==> src/rtl/counter_ctrl_pkg.sv <==
// Shared types for the counter sequencer: command opcodes, FSM states and the
// opcode encodings used on the command interface.
package counter_ctrl_pkg;

  localparam int OP_W = 2;

  localparam logic [OP_W-1:0] OP_ENC_NOP  = 2'd0;
  localparam logic [OP_W-1:0] OP_ENC_LOAD = 2'd1;
  localparam logic [OP_W-1:0] OP_ENC_UP   = 2'd2;
  localparam logic [OP_W-1:0] OP_ENC_DOWN = 2'd3;

  typedef enum logic [OP_W-1:0] {
    OP_NOP  = OP_ENC_NOP,
    OP_LOAD = OP_ENC_LOAD,
    OP_UP   = OP_ENC_UP,
    OP_DOWN = OP_ENC_DOWN
  } op_e;

  typedef enum logic [1:0] {
    S_IDLE,
    S_LOAD,
    S_RUN,
    S_DONE
  } state_e;

endpackage

==> src/rtl/counter_core.sv <==
// Loadable up/down counter datapath.
// Ports:
//   clk, rst      - rising-edge clock, async active-high reset (count -> 0)
//   load          - load data_load this edge (wins over ce)
//   data_load     - value to load
//   ce            - count enable
//   up_down       - 1 = increment, 0 = decrement (modular)
//   count_out     - current count
//   max_count     - count_out is all ones
//   zero          - count_out is zero
module counter_core #(
  parameter int WIDTH = 4
) (
  input  logic             clk,
  input  logic             rst,
  input  logic             load,
  input  logic [WIDTH-1:0] data_load,
  input  logic             ce,
  input  logic             up_down,
  output logic [WIDTH-1:0] count_out,
  output logic             max_count,
  output logic             zero
);

  always_ff @(posedge clk or posedge rst) begin
    if (rst) begin
      count_out <= '0;
    end else if (load) begin
      count_out <= data_load;
    end else if (ce) begin
      if (up_down) count_out <= count_out + WIDTH'(1);
      else         count_out <= count_out - WIDTH'(1);
    end
  end

  assign max_count = (count_out == '1);
  assign zero      = (count_out == '0);

endmodule

==> src/rtl/counter_seq_ctrl.sv <==
// Command-driven sequencer around counter_core: runs LOAD, COUNT-UP-N and
// COUNT-DOWN-N jobs, one at a time, with optional saturation and abort.
// Ports:
//   clk, rst          - rising-edge clock, async active-high reset
//   cmd_valid/ready   - command handshake (accept = valid & ready at an edge)
//   cmd_op            - 0=NOP 1=LOAD 2=UP 3=DOWN
//   cmd_data          - LOAD value
//   cmd_steps         - UP/DOWN step count
//   cfg_saturate      - sampled at accept; stop at max/zero instead of wrapping
//   abort             - ends a running UP/DOWN job
//   count_out         - counter value; max_count/zero decoded from it
//   busy              - job in progress
//   done              - one-cycle completion pulse
//   bound_hit/aborted - how the last job ended; held until the next accept
module counter_seq_ctrl
  import counter_ctrl_pkg::*;
#(
  parameter int WIDTH  = 4,
  parameter int STEP_W = 8
) (
  input  logic              clk,
  input  logic              rst,
  input  logic              cmd_valid,
  output logic              cmd_ready,
  input  logic [1:0]        cmd_op,
  input  logic [WIDTH-1:0]  cmd_data,
  input  logic [STEP_W-1:0] cmd_steps,
  input  logic              cfg_saturate,
  input  logic              abort,
  output logic [WIDTH-1:0]  count_out,
  output logic              max_count,
  output logic              zero,
  output logic              busy,
  output logic              done,
  output logic              bound_hit,
  output logic              aborted
);

  state_e            state, state_d;
  op_e               op_q;
  logic [WIDTH-1:0]  data_q;
  logic [STEP_W-1:0] remaining;
  logic              sat_q;

  logic accept;
  logic core_load, core_ce, core_up;
  logic set_bound, set_abort;

  assign cmd_ready = (state == S_IDLE);
  assign busy      = (state != S_IDLE);
  assign done      = (state == S_DONE);
  assign accept    = cmd_valid & cmd_ready;

  counter_core #(.WIDTH(WIDTH)) u_core (
    .clk       (clk),
    .rst       (rst),
    .load      (core_load),
    .data_load (data_q),
    .ce        (core_ce),
    .up_down   (core_up),
    .count_out (count_out),
    .max_count (max_count),
    .zero      (zero)
  );

  always_comb begin
    state_d   = state;
    core_load = 1'b0;
    core_ce   = 1'b0;
    core_up   = (op_q == OP_UP);
    set_bound = 1'b0;
    set_abort = 1'b0;
    case (state)
      S_IDLE: begin
        if (accept) begin
          case (op_e'(cmd_op))
            OP_NOP:  state_d = S_DONE;
            OP_LOAD: state_d = S_LOAD;
            default: state_d = (cmd_steps == '0) ? S_DONE : S_RUN;
          endcase
        end
      end
      S_LOAD: begin
        core_load = 1'b1;
        state_d   = S_DONE;
      end
      S_RUN: begin
        // Abort is checked before the bound so it wins when both coincide.
        if (abort) begin
          set_abort = 1'b1;
          state_d   = S_DONE;
        end else if (sat_q && (core_up ? max_count : zero)) begin
          set_bound = 1'b1;
          state_d   = S_DONE;
        end else begin
          core_ce = 1'b1;
          if (remaining == STEP_W'(1)) state_d = S_DONE;
        end
      end
      S_DONE: state_d = S_IDLE;
      default: state_d = S_IDLE;
    endcase
  end

  always_ff @(posedge clk or posedge rst) begin
    if (rst) begin
      state     <= S_IDLE;
      op_q      <= OP_NOP;
      data_q    <= '0;
      remaining <= '0;
      sat_q     <= 1'b0;
      bound_hit <= 1'b0;
      aborted   <= 1'b0;
    end else begin
      state <= state_d;
      if (accept) begin
        op_q      <= op_e'(cmd_op);
        data_q    <= cmd_data;
        remaining <= cmd_steps;
        sat_q     <= cfg_saturate;
        bound_hit <= 1'b0;
        aborted   <= 1'b0;
      end else begin
        if (core_ce)   remaining <= remaining - STEP_W'(1);
        if (set_bound) bound_hit <= 1'b1;
        if (set_abort) aborted   <= 1'b1;
      end
    end
  end

endmodule

==> config.mk <==
export PLATFORM = sky130hd
export DESIGN_NAME = counter_seq_ctrl
export DESIGN_NICKNAME = d
export VERILOG_FILES = /design/src/rtl/counter_ctrl_pkg.sv /design/src/rtl/counter_core.sv /design/src/rtl/counter_seq_ctrl.sv
export SDC_FILE = /design/constraint.sdc
export NUM_CORES = 1
export LEC_CHECK = 0
export BUFFER_PORTS_ARGS = -buffer_cell sky130_fd_sc_hd__buf_2
export CAP_MARGIN = 30
export CORE_UTILIZATION = 30
export DETAILED_ROUTE_END_ITERATION = 10
export PLACE_DENSITY_LB_ADDON = 0.3
export SLEW_MARGIN = 20
export SYNTH_ARGS = -nofsm -noshare
export SYNTH_HDL_FRONTEND = slang
export SYNTH_SLANG_ARGS = --single-unit
==> constraint.sdc <==
create_clock -name clk -period 2.2 [get_ports clk]
set_input_delay 0 -clock clk [delete_from_list [all_inputs] [get_ports clk]]
set_output_delay 0 -clock clk [all_outputs]
set_load 0.05 [all_outputs]
# Yosys cells after proc, flatten, opt, wreduce, memory -nomap -nowiden
# Index checks and enable logic that the tools add are counted.
# op_classes
addsub	3
n_eq_ne	9
muxes	26
bitwise	1
reduce_logical	11
# op_table
operator	n
2-to-1 mux 8 bit	2
2-to-1 mux 1 bit	15
2-to-1 mux 4 bit	3
nonzero test 2 bit	5
equality test 8 x 1 -> 1 bit (second input constant)	1
logical NOT 8 bit	1
2-to-1 mux 2 bit	4
one-hot mux 2 bit (4 select lines)	1
subtractor 8 x 1 -> 8 bit (second input constant)	1
equality test 2 bit (second input constant)	3
adder 4 x 1 -> 4 bit (second input constant)	1
equality test 2 x 1 -> 1 bit (second input constant)	2
equality test 4 bit (second input constant)	1
logical NOT 2 bit	2
logical NOT 4 bit	1
!= test 4 bit (second input constant)	1
one-hot mux 2 bit (2 select lines)	1
subtractor 4 x 1 -> 4 bit (second input constant)	1
!= test 2 x 1 -> 1 bit (second input constant)	1
AND reduction 2 bit	1
bitwise AND 1 bit	1
logical AND 1 bit	1
# word_totals
regBits	23
inputBits	19
out_inout_bits	11
elab_cells	58

# Longest topological paths before layout
# Gate-level depths: netlist of the first run.
# logic_depth
ltp_word	8
depth_mapped	7

# Modules after synthesis
# A second synthesis of the first run with hierarchy kept.
# hier_totals
cells_unflattened	149
hier_area_um2	1402.6
# modules_own_cells
mod	instances	cells_each	area_per_inst_um2	seq_area_each_um2
counter_seq_ctrl	1	115	1051.0	475.5
counter_core	1	34	351.6	100.1

# Worst setup path after synthesis of the first run
# OpenSTA, ideal clock, no wires.
# synth_path
kind	register to register
startpoint	register u_core.count_out[0]
endpoint	register state[0]
setup_ns	0.121
arrival_time_ns	2.578
t_required_ns	2.079
path_slack_ns	-0.499
path_stages_with_launch	6
synth_period_minus_slack_ns	2.699
cell_sequence	dfrtp_1 > nor4_2 > mux2_4 > a21oi_4 > o2bb2ai_1 > a22o_1
# synth_via
elab_chain_cells	6
# synth_lines
item	line_no	text
from (decl)	counter_core.sv:20	output logic [WIDTH-1:0] count_out,
from (signal assigned)	counter_core.sv:29	count_out <= data_load;
from (signal assigned)	counter_core.sv:31	if (up_down) count_out <= count_out + WIDTH'(1);
from (signal assigned)	counter_core.sv:32	else count_out <= count_out - WIDTH'(1);
logical NOT 4 bit *	counter_core.sv:37	assign zero = (count_out == '0);
named net zero	counter_seq_ctrl.sv:32	output logic zero,
2-to-1 mux 1 bit *	counter_seq_ctrl.sv:92	end else if (sat_q && (core_up ? max_count : zero)) begin
logical AND 1 bit *	counter_seq_ctrl.sv:92	
2-to-1 mux 2 bit	counter_seq_ctrl.sv:92	
2-to-1 mux 2 bit	counter_seq_ctrl.sv:89	if (abort) begin
one-hot mux 2 bit (4 select lines)	counter_seq_ctrl.sv:73	case (state)
to (signal assigned)	counter_seq_ctrl.sv:115	state <= state_d;
to (decl)	counter_seq_ctrl.sv:39	state_e state, state_d;
# Mark *: on every way through the listed nets, which the timed path passes. The rest lies on a longest branch.
# A chain may end at the register's enable or synchronous reset.

# Final worst setup path of the first run
# layout_path
startpoint	register state[0]
endpoint	register remaining[3]
# layout_via
elab_chain_cells	3
# layout_lines
item	line_no	text
equality test 2 bit or logical NOT 2 bit (tied branches)	counter_seq_ctrl.sv:73, counter_seq_ctrl.sv:49	
2-to-1 mux 1 bit or bitwise AND 1 bit (tied branches)	counter_seq_ctrl.sv:73, counter_seq_ctrl.sv:52	
nonzero test 2 bit (no line) or 2-to-1 mux 8 bit (tied branches)	-	
to (signal assigned)	counter_seq_ctrl.sv:119	remaining <= cmd_steps;
to (signal assigned)	counter_seq_ctrl.sv:124	if (core_ce) remaining <= remaining - STEP_W'(1);
to (decl)	counter_seq_ctrl.sv:42	logic [STEP_W-1:0] remaining;
# Parallel ways exist; a longest one is shown, timed or not.

==> impl_results.md, run 1 <==
* YS warnings at 0
* First-pass GRT wire length at roughly 5500 um
* Largest net degree at the start of global routing at 24
* GR Util All Layers at between 10% and 20%
* Die height at 69.6 um
* Placement row count at 24
* CP Launch Point: state[0]
* Crit-path max FO at 5
* IR drop worst, VDD at around 0.84 mV
* Die width at around 70 um
* Mean Syn Cell Area at 9.33 um^2
* Status: complete, no violations
* Worst Setup Start Kind: register
* Routability cong. at just under 0.8
* FF+latch count, synth at 23
* Nets at between 200 and 250
* Initial antenna violation count at 0
* DR WL/cell at 12.8 um
* Worst Hold Launch: abort
* Syn_nets at roughly 180
* Power per cell area at approximately 1400 nW/um^2
* Slew Limit Fails at 0
* Inserted Diodes at 0
* Synth area leader: dfrtp_1
* Dominant synthesized flop cell: dfrtp_1
* Core area at about 4400 um^2
* Cell Area, Synth at about 1400 um^2
* PnR worst setup slack at 303 ps
* CP arrival at 2050 ps
* WL final at about 3200 um
* Input/output buffers at 29
* Final instance area at around 1800 um^2
* Critical path endpoint category: register
* Max-cap violations at 0
* CTS sink cnt at 23
* Min Tclk post-route at 1900 ps
* Total grt overflow at 0
* Share of layout cells above drive strength 1 at between 20% and 30%
* CTS tree: done
* Fraction of registers with async set/reset at 100%
* Fin cells at around 250
* FILL cells at approximately 440
* Root Driver: clkbuf_8
* Worst Hold Class: in2reg
* Hold slack at between 15 and 20 ps
* Rel. slew slack at 63.7%
* Fmax at ~530 MHz
* Clock Pin Slew Worst Setup and Hold Paths at 80 ps
* Setup CP Type: reg2reg
* RSZ-0062 raised after global routing: no
* Area post-placement at 1600 um^2
* Worst r2r src: state[0]
* Dpl ws at about 330 ps
* Worst endpoint required time at about 2400 ps
* IO Pins at 30
* Synthesis-to-layout area growth at 33.7%
* Clock skew at between 4 and 5 ps
* Post-route setup TNS at 0 ps
* Synth cell types at 37
* Routed Antenna Nets at 0
* CTS Buffer Depth at 2
* Synth cell count leaders: 35 x nand2_1, 23 x dfrtp_1, 10 x o21ai_1
* Tcrit/Tclk final at 86.2%
* Cts bufs inserted at 3
* Most common cell in the netlist: nand2_1
* 1st-iter DRT viols at 61
* Initial Utilization at 31.3%
* Pleak at ~0.84 nW
* H-tree levels at 1
* Area share of the largest cell type after synthesis at about two fifths
* Seq/Total Area, Yosys at 42.0%
* Placed Cells incl. Taps at 226
* DPL Wire Length at between 2000 and 2500 um
* Final Hold Viols at 0
* Vias in the first global route at between 1,000 and 1,500
* Final setup fails at 0
* Setup bufs post-CTS at 0
* DR pass1 iterations at 4
* Vias at 1,159
* Cell count after synthesis at ~150
* Slew @ Worst Pin at 544 ps
* Number of synthesized flops with an enable pin at 0
* Die area at slightly below 5000 um^2
* Largest cells by area after synthesis: dfrtp_1 42%, nand2_1 9.6%, ha_1 8.2%, xnor2_1 5.1%, o21ai_1 3.6%
* Via/cell ratio at ~4.7
* Remaining DRCs at 0
* Clock Latency Late Sink at approximately 270 ps
* Flop2flop setup slack at 300 ps
area by class of cell:
type	instances	area (um^2)	share of cell area [%]
Clock buffer	4	45.0	2.46
Inverter	7	26.3	1.43
Multi-Input combinational cell	113	768	41.9
Sequential cell	23	581	31.7
Tap cell	52	65.1	3.55
Timing Repair Buffer	48	348	19.0
repair_timing:
action | in CTS | in global routing
hold buffers | 16 | 0
hold endpoints to repair | 38 | 0
gates resized for setup | 0 | 0
registers in the layout (all words and copies together) (netlist names):
register and flops:
aborted 1, bound_hit 1, data_q 4, op_q 2, remaining 8, sat_q 1, state 2, u_core.count_out 4
critical path, cell delays in order, from the launching register on:
cell and delay (ps):
dfrtp_1 420, inv_1 120, ha_1 210, nand2b_1 200
or4_1 440, a21oi_1 180, xnor2_1 140, o21ai_1 70
worst paths after layout:
kind                                        to  depth (start not counted)
setup / recovery                  remaining[3]                          7
hold / removal                         aborted                          3
setup reg to reg                  remaining[3]                          7
hold reg to reg                      data_q[2]                          2
max in group asynchronous  u_core.count_out[3]                          4
min in group asynchronous            data_q[0]                          3
layer usage:
| metal | vias to the layer above | wire [um] | GRT usage [%] |
|---|---|---|---|
| li1 | 604 | - | - |
| met1 | 531 | 1550 | 18.9 |
| met2 | 18 | 1470 | 22.3 |
| met3 | 6 | 77 | 1.89 |
| met4 | 0 | 67 | 7.78 |
| met5 | - | 0 | 0 |
report_power, final:
group | switching, mW | leakage (nW) | internal (mW)
registers | 0.242 | 0.280 | 0.637
clock network | 0.137 | 0.0228 | 0.129
logic | 0.925 | 0.536 | 0.556
placed cells by master, fill, tap and decap left out, types with 3 or more instances in the layout:
cell	instances
dfrtp_2	4
xnor2_1	8
nor4_1	3
nor2_1	6
nand2_1	35
dlygate4sd3_1	16
dfrtp_1	19
ha_1	9
buf_2	29
o21ai_1	10
clkbuf_8	3
inv_1	6
nand3_1	6
a21oi_1	7
per-stage QoR:
step / power (mW) / utilization (%)
2_1_floorplan: 2.01 / -
3_3_place_gp: 2.31 / 36.5
3_5_place_dp: 2.34 / 36.5
4_1_cts: 2.63 / 41.2
5_1_grt: 2.85 / 41.8
6_report: 2.63 / 41.8
cell families (layout without fill, tap and decap cells):
logic type                 after synthesis  in the layout  synth area share [%]
and+or+nand+nor                         63             63                  22.4
DFF                                     23             23                  42.0
adders and majority gates               10             10                  9.67
buffers and inverters                   11             59                  3.10
xor gates and xnor gates                 9              9                  5.75
AOI/OAI and AO/OA                       28             28                  14.6
muxes                                    3              3                  2.55
No activity file was read; power rests on OpenSTA's default activity.
==> run 2: changes to the inputs <==
BUFFER_PORTS_ARGS = -buffer_cell sky130_fd_sc_hd__buf_4   (was -buffer_cell sky130_fd_sc_hd__buf_2)
==> run 2 against run 1 <==
The flow now finishes with violations (hold timing); highest routed layer unchanged; combinational power grew 3%; sequential power barely moved; clock-buffer cell count unchanged; critical endpoint unchanged; final area up 3.3%.
==> impl_results.md, run 2 (synthesis results as in run 1) <==
* Power per cell area at 1410 nW/um^2
* Largest reg by FF count: remaining
* Placed Cells incl. Taps at around 230
* Share of power burned in combinational logic at a little under three fifths
* Input/output buffers at 29
* Final Hold Viols at 1
* RSZ-0062 raised after global routing: no
* Clock Pin Slew Worst Setup and Hold Paths at around 80 ps
* Global routing usage on met1 at 18.4%
* Seq pwr share at around a third
* H-tree levels at 1
* CTS sink cnt at 23
* Pleak at roughly 0.85 nW
* Status: complete, but fails checks
* Sw frac at between 40% and 50%
* Final instance area at ~1900 um^2
* Clock skew at between 2 and 3 ps
* Failing checks: hold timing
* Fmax at approximately 540 MHz
* Routed Antenna Nets at 0
* Setup CP Type: reg2reg
* Hold slack at -0.418 ps
* First-pass GRT wire length at about 5200 um
* Largest regs: remaining x8, data_q x4, u_core.count_out x4
* Root Driver: clkbuf_8
* Largest net degree at the start of global routing at 24
* DR pass1 iterations at 4
* IO Pins at 30
* Max-cap violations at 0
* Flip-flop and latch area at 581 um^2
* IR drop worst, VDD at ~0.76 mV
* Commonest non-fill, non-tap cell in the layout: nand2_1
* Multi-input logic area at roughly 770 um^2
* Clock Latency Late Sink at between 200 and 300 ps
* Tcrit/Tclk final at 84.0%
* Clock network fraction of design power at between 10% and 20%
* CTS tree: done
* # resized after CTS at 0
* Area post-placement at about 1700 um^2
* Setup bufs post-CTS at 0
* Min Tclk post-route at approximately 1800 ps
* Worst endpoint required time at around 2300 ps
* Crit-path max FO at 5
* Slew @ Worst Pin at 542 ps
* WL final at 3130 um
* Vias at roughly 1,200
* Rel. slew slack at 63.9%
* Nets at about 230
* Max reg flops at 8
* Via/cell ratio at between 4 and 5
* Vias in the first global route at roughly 1,100
* GR Util All Layers at 13.6%
* DR WL/cell at ~13 um
* Die height at 69.6 um
* Commonest cells after routing, fill and taps aside: 35 x nand2_1, 31 x buf_4, 19 x dfrtp_1, 16 x dlygate4sd3_1, 10 x o21ai_1
* DPL Wire Length at between 2000 and 2500 um
* Synthesis-to-layout area growth at 38.0%
* Inserted Diodes at 0
* Share of layout cells above drive strength 1 at 24.6%
* Slew Limit Fails at 0
* 1st-iter DRT viols at 85
* Reg2Reg Depth at 7
* Initial antenna violation count at 0
* # hold bufs at CTS at 16
* Psw at 1.29 mW
* Min-Delay Path Depth at 3
* Total grt overflow at 0
* CP arrival at between 1500 and 2000 ps
* Final setup fails at 0
* Met2 usage at a little over a fifth
* GR Layer Usage met3 at between 1.5 and 2%
* Fin cells at 247
* Gr busiest metal: met2
* Routability cong. at 0.780
* CTS Buffer Depth at 2
* Core area at between 4000 and 5000 um^2
* Utilization after layout at 43.2%
* Remaining DRCs at 0
* Die area at around 4800 um^2
* Placement row count at 24
* P_int at approximately 1.4 mW
* Total power at approximately 2.7 mW
* Post-route setup TNS at 0 ps
* Cts bufs inserted at 3
* Worst Hold Class: in2reg
* Initial Utilization at 31.3%
* Critical path endpoint category: register
* FILL cells at roughly 440
* Die width at slightly below 70 um
* Worst Setup Start Kind: register
-- run 2: changes by cell type in the layout (fill, tap and decap cells not counted) --
cell	delta
buf_2	-29
buf_4	+29
buf_8	+1
buf_16	-1
-- run 2: metal layers --
metal	share of wire (%)	wire length (um)
met5	0	0
met3	2.4	75
met4	2.0	62
met1	50	1570
met2	45	1420
-- run 2: final timing paths --
path                       startpoint                   to  slack (ps)
hold reg to reg               op_q[0]              op_q[0]         480
setup / recovery             state[0]         remaining[3]         350
min in group asynchronous         rst            data_q[2]         200
hold / removal                  abort              aborted        -0.4
max in group asynchronous         rst  u_core.count_out[3]        1580
setup reg to reg             state[0]         remaining[3]         350
-- run 2: stage by stage --
step	setup WS, ps	hold slack, ps
final	351	-0.418
after global routing	214	33.2
after CTS	341	3.07
after detailed placement	358	199
after global placement	405	194
after floorplan	2.07	1.64
-- run 2: critical path, stage by stage (launching register included) --
cell and delay, ps:
dfrtp_1 420, inv_1 120, ha_1 190, nand2b_1 180
or4_1 440, a21oi_1 160, xnor2_1 130, o21ai_1 70
-- run 2: power groups by stage --
stage / registers (mW) / logic [mW] / clock network (mW)
floorplan: 0.989 / 1.03 / 0
global placement: 0.892 / 1.49 / 0
detailed placement: 0.894 / 1.50 / 0
CTS: 0.884 / 1.53 / 0.275
global route: 0.917 / 1.67 / 0.293
finish: 0.882 / 1.52 / 0.271
-- run 2: cell type report --
cell class              instances  share of cell area [%]
flip-flops and latches         23                    30.7
inverters                       7                    1.39
well taps                      52                    3.44
repair buffers                 48                    21.5
clock buffers                   4                    2.38
multi-input cells             113                    40.6
==> run 3: changes to the inputs <==
ABC_AREA = 1   (was unset)
clock period = 1.9 ns   (was 2.2 ns; I/O delays follow)
==> run 3 against run 2 <==
Synthesized cell count grew 49%; clock power grew 21%; the flow now finishes without violations; critical path type unchanged; combinational power grew 42%; final area grew 5.2%; non-clock buffer count shrank 7; first-iteration DRC count shrank 2.4%; final cell count grew 32%; global-route usage grew 0.35 points.
==> impl_results.md, run 3 <==
* Status: complete, no violations
* Via/cell ratio at roughly 4.4
* Cell count after synthesis at about 220
* Post-synthesis compound-gate area fraction at ~6.4%
* IR drop worst, VDD at 0.950 mV
* Max-cap violations at 0
* Seq/Total Area, Yosys at 37.1%
* Post-Synth Adder-Cell Area at 8.56%
* Mux cell area share after synthesis at less than 1%
* YS warnings at 0
* Sw frac at about half
* Commonest cells after routing, fill and taps aside: 77 x nand2_1, 32 x buf_4, 27 x inv_1, 23 x dfrtp_1, 20 x nor2_1
* Cell Area, Synth at 1550 um^2
* XOR/XNOR share of the synthesized area at approximately 1.7%
* Global routing usage on met1 at between 10% and 20%
* Worst endpoint required time at 2060 ps
* First-pass GRT wire length at around 5800 um
* Input/output buffers at 29
* Mean Syn Cell Area at 7.08 um^2
* Slew @ Worst Pin at 423 ps
* CTS Buffer Depth at 2
* Commonest non-fill, non-tap cell in the layout: nand2_1
* Crit-path max FO at 5
* Worst Setup Start Kind: register
* Nets at 290
* Remaining DRCs at 0
* Largest net degree at the start of global routing at 24
* FF+latch count, synth at 23
* Total power at around 3.4 mW
* Share of power burned in combinational logic at between 60 and 70%
* Post-route setup TNS at 0 ps
* Setup CP Type: reg2reg
* Root Driver: clkbuf_8
* Die width at ~74 um
* WL final at 3460 um
* DR pass1 iterations at 4
* Simple-Gate Fraction of Synth Area at 37.0%
* Synth cell count leaders: 77 x nand2_1, 27 x inv_1, 23 x dfrtp_1
* Final Hold Viols at 0
* RSZ-0062 raised after global routing: no
* Vias in the first global route at about 1,300
* Vias at 1,431
* Die area at ~5500 um^2
* Min Tclk post-route at between 1500 and 2000 ps
* Hold slack at between 7 and 8 ps
* Power per cell area at between 1500 and 2000 nW/um^2
* IO Pins at 30
* Synth cell types at 23
* DPL Wire Length at between 2000 and 3000 um
* Seq pwr share at 27.6%
* Tcrit/Tclk final at ~86%
* GR Util All Layers at 13.9%
* Clock Pin Slew Worst Setup and Hold Paths at roughly 100 ps
* Clock skew at 15.1 ps
* Fmax at 612 MHz
* H-tree levels at 1
* Clock Latency Late Sink at between 200 and 300 ps
* PnR worst setup slack at between 200 and 300 ps
* Pleak at ~1.1 nW
* Die height at ~74 um
* Most common cell in the netlist: nand2_1
* Syn_nets at 248
* Fraction of registers with async set/reset at 100%
* Core area at approximately 4800 um^2
* Reg2Reg Depth at 11
* Main combinational cell family by area after synthesis: simple AND/OR/NAND/NOR gates
* Synthesis-to-layout area growth at 28.5%
* Dpl ws at around 290 ps
* Cts bufs inserted at 3
* Routability cong. at about 0.83
* CTS tree: done
* Total grt overflow at 0
* Worst Hold Class: in2reg
* Share of layout cells above drive strength 1 at a little over a fifth
* P_int at about 1.7 mW
* Critical path endpoint category: register
* Number of synthesized flops with an enable pin at 0
* Placement row count at 25
* Final setup fails at 0
* Largest regs: remaining x8, data_q x4, u_core.count_out x4
* Max reg flops at 8
* Largest cells by area after synthesis: dfrtp_1 37%, nand2_1 19%, ha_1 7.3%, inv_1 6.5%, nand3_1 5.2%
* Psw at between 1.5 and 2 mW
* Inserted Diodes at 0
* Min-Delay Path Depth at 3
* GR Layer Usage met3 at 2.88%
* Initial antenna violation count at 0
* Synth area leader: dfrtp_1
* CTS sink cnt at 23
* Utilization after layout at around two fifths
* Clock network fraction of design power at under 10%
* Routed Antenna Nets at 0
* Met2 usage at 22.6%
* 1st-iter DRT viols at 83
* Largest reg by FF count: remaining
* CP arrival at roughly 1800 ps
* Rel. slew slack at a little under three quarters
* DR WL/cell at ~11 um
* Gr busiest metal: met2
* Area share of the largest cell type after synthesis at ~37%
* Slew Limit Fails at 0
* Initial Utilization at a little under a third
* Setup bufs post-CTS at 0
* Dominant synthesized flop cell: dfrtp_1
## run 3: area by class of cell
| class | instances | area (um^2) |
|---|---|---|
| repair buffers | 41 | 330 |
| multi-input cells | 164 | 846 |
| flip-flops and latches | 23 | 576 |
| inverters | 28 | 108 |
| clock inverters | 1 | 7.51 |
| clock buffers | 3 | 41.3 |
| fillers | 512 | 2860 |
| well taps | 67 | 83.8 |
## run 3: stage by stage
stage / instance area [um^2] / std cells
floorplan: 1550 / 219
global route: 1990 / 327
CTS: 1990 / 327
detailed placement: 1850 / 314
finish: 1990 / 327
global placement: 1850 / 314
## run 3: kinds of logic after synthesis
logic type | count (synthesis)
adders and majority gates | 10
AOI/OAI and AO/OA | 19
and+or+nand+nor | 131
DFF | 23
buffers and inverters | 32
muxes | 1
xor gates and xnor gates | 3
## run 3: final timing paths
| path | start | end | slack [ps] |
|---|---|---|---|
| min | cmd_op[0] | op_q[0] | 8 |
| max in group asynchronous | rst | data_q[1] | 1320 |
| min in group asynchronous | rst | remaining[3] | 330 |
| min reg2reg | data_q[1] | data_q[1] | 480 |
| max | op_q[0] | u_core.count_out[3] | 270 |
| max reg2reg | op_q[0] | u_core.count_out[3] | 270 |
## run 3: timing repair
action	4_1_cts	5_1_grt
hold buffers	9	0
gates resized for setup	0	0
endpoints found under the hold margin	31	0
## run 3: power groups by stage
stage | Combinational, mW | Clock, mW | Sequential (mW)
4_1_cts | 2.18 | 0.336 | 0.947
3_5_place_dp | 2.16 | 0 | 0.955
6_report | 2.16 | 0.329 | 0.947
5_1_grt | 2.42 | 0.356 | 0.980
2_1_floorplan | 1.51 | 0 | 1.11
3_3_place_gp | 2.15 | 0 | 0.955
## run 3: worst max-delay path, cell delays in order, from the launching register on
cell     delay [ps]
dfrtp_1         410
inv_1            60
nand2_1         140
ha_1            360
nand2_1          70
nand2_1          50
a21oi_1         150
nand2_1          70
nand2_1          60
nor2_1           50
nand2_2          60
nand3_2          50
## run 3: layer usage
metal,vias to the layer above,share of wire (%),wire length [um]
met5,-,0,0
met4,0,0.52,18
met3,2,3.7,129
met2,24,45,1560
met1,644,51,1750
li1,761,-,-
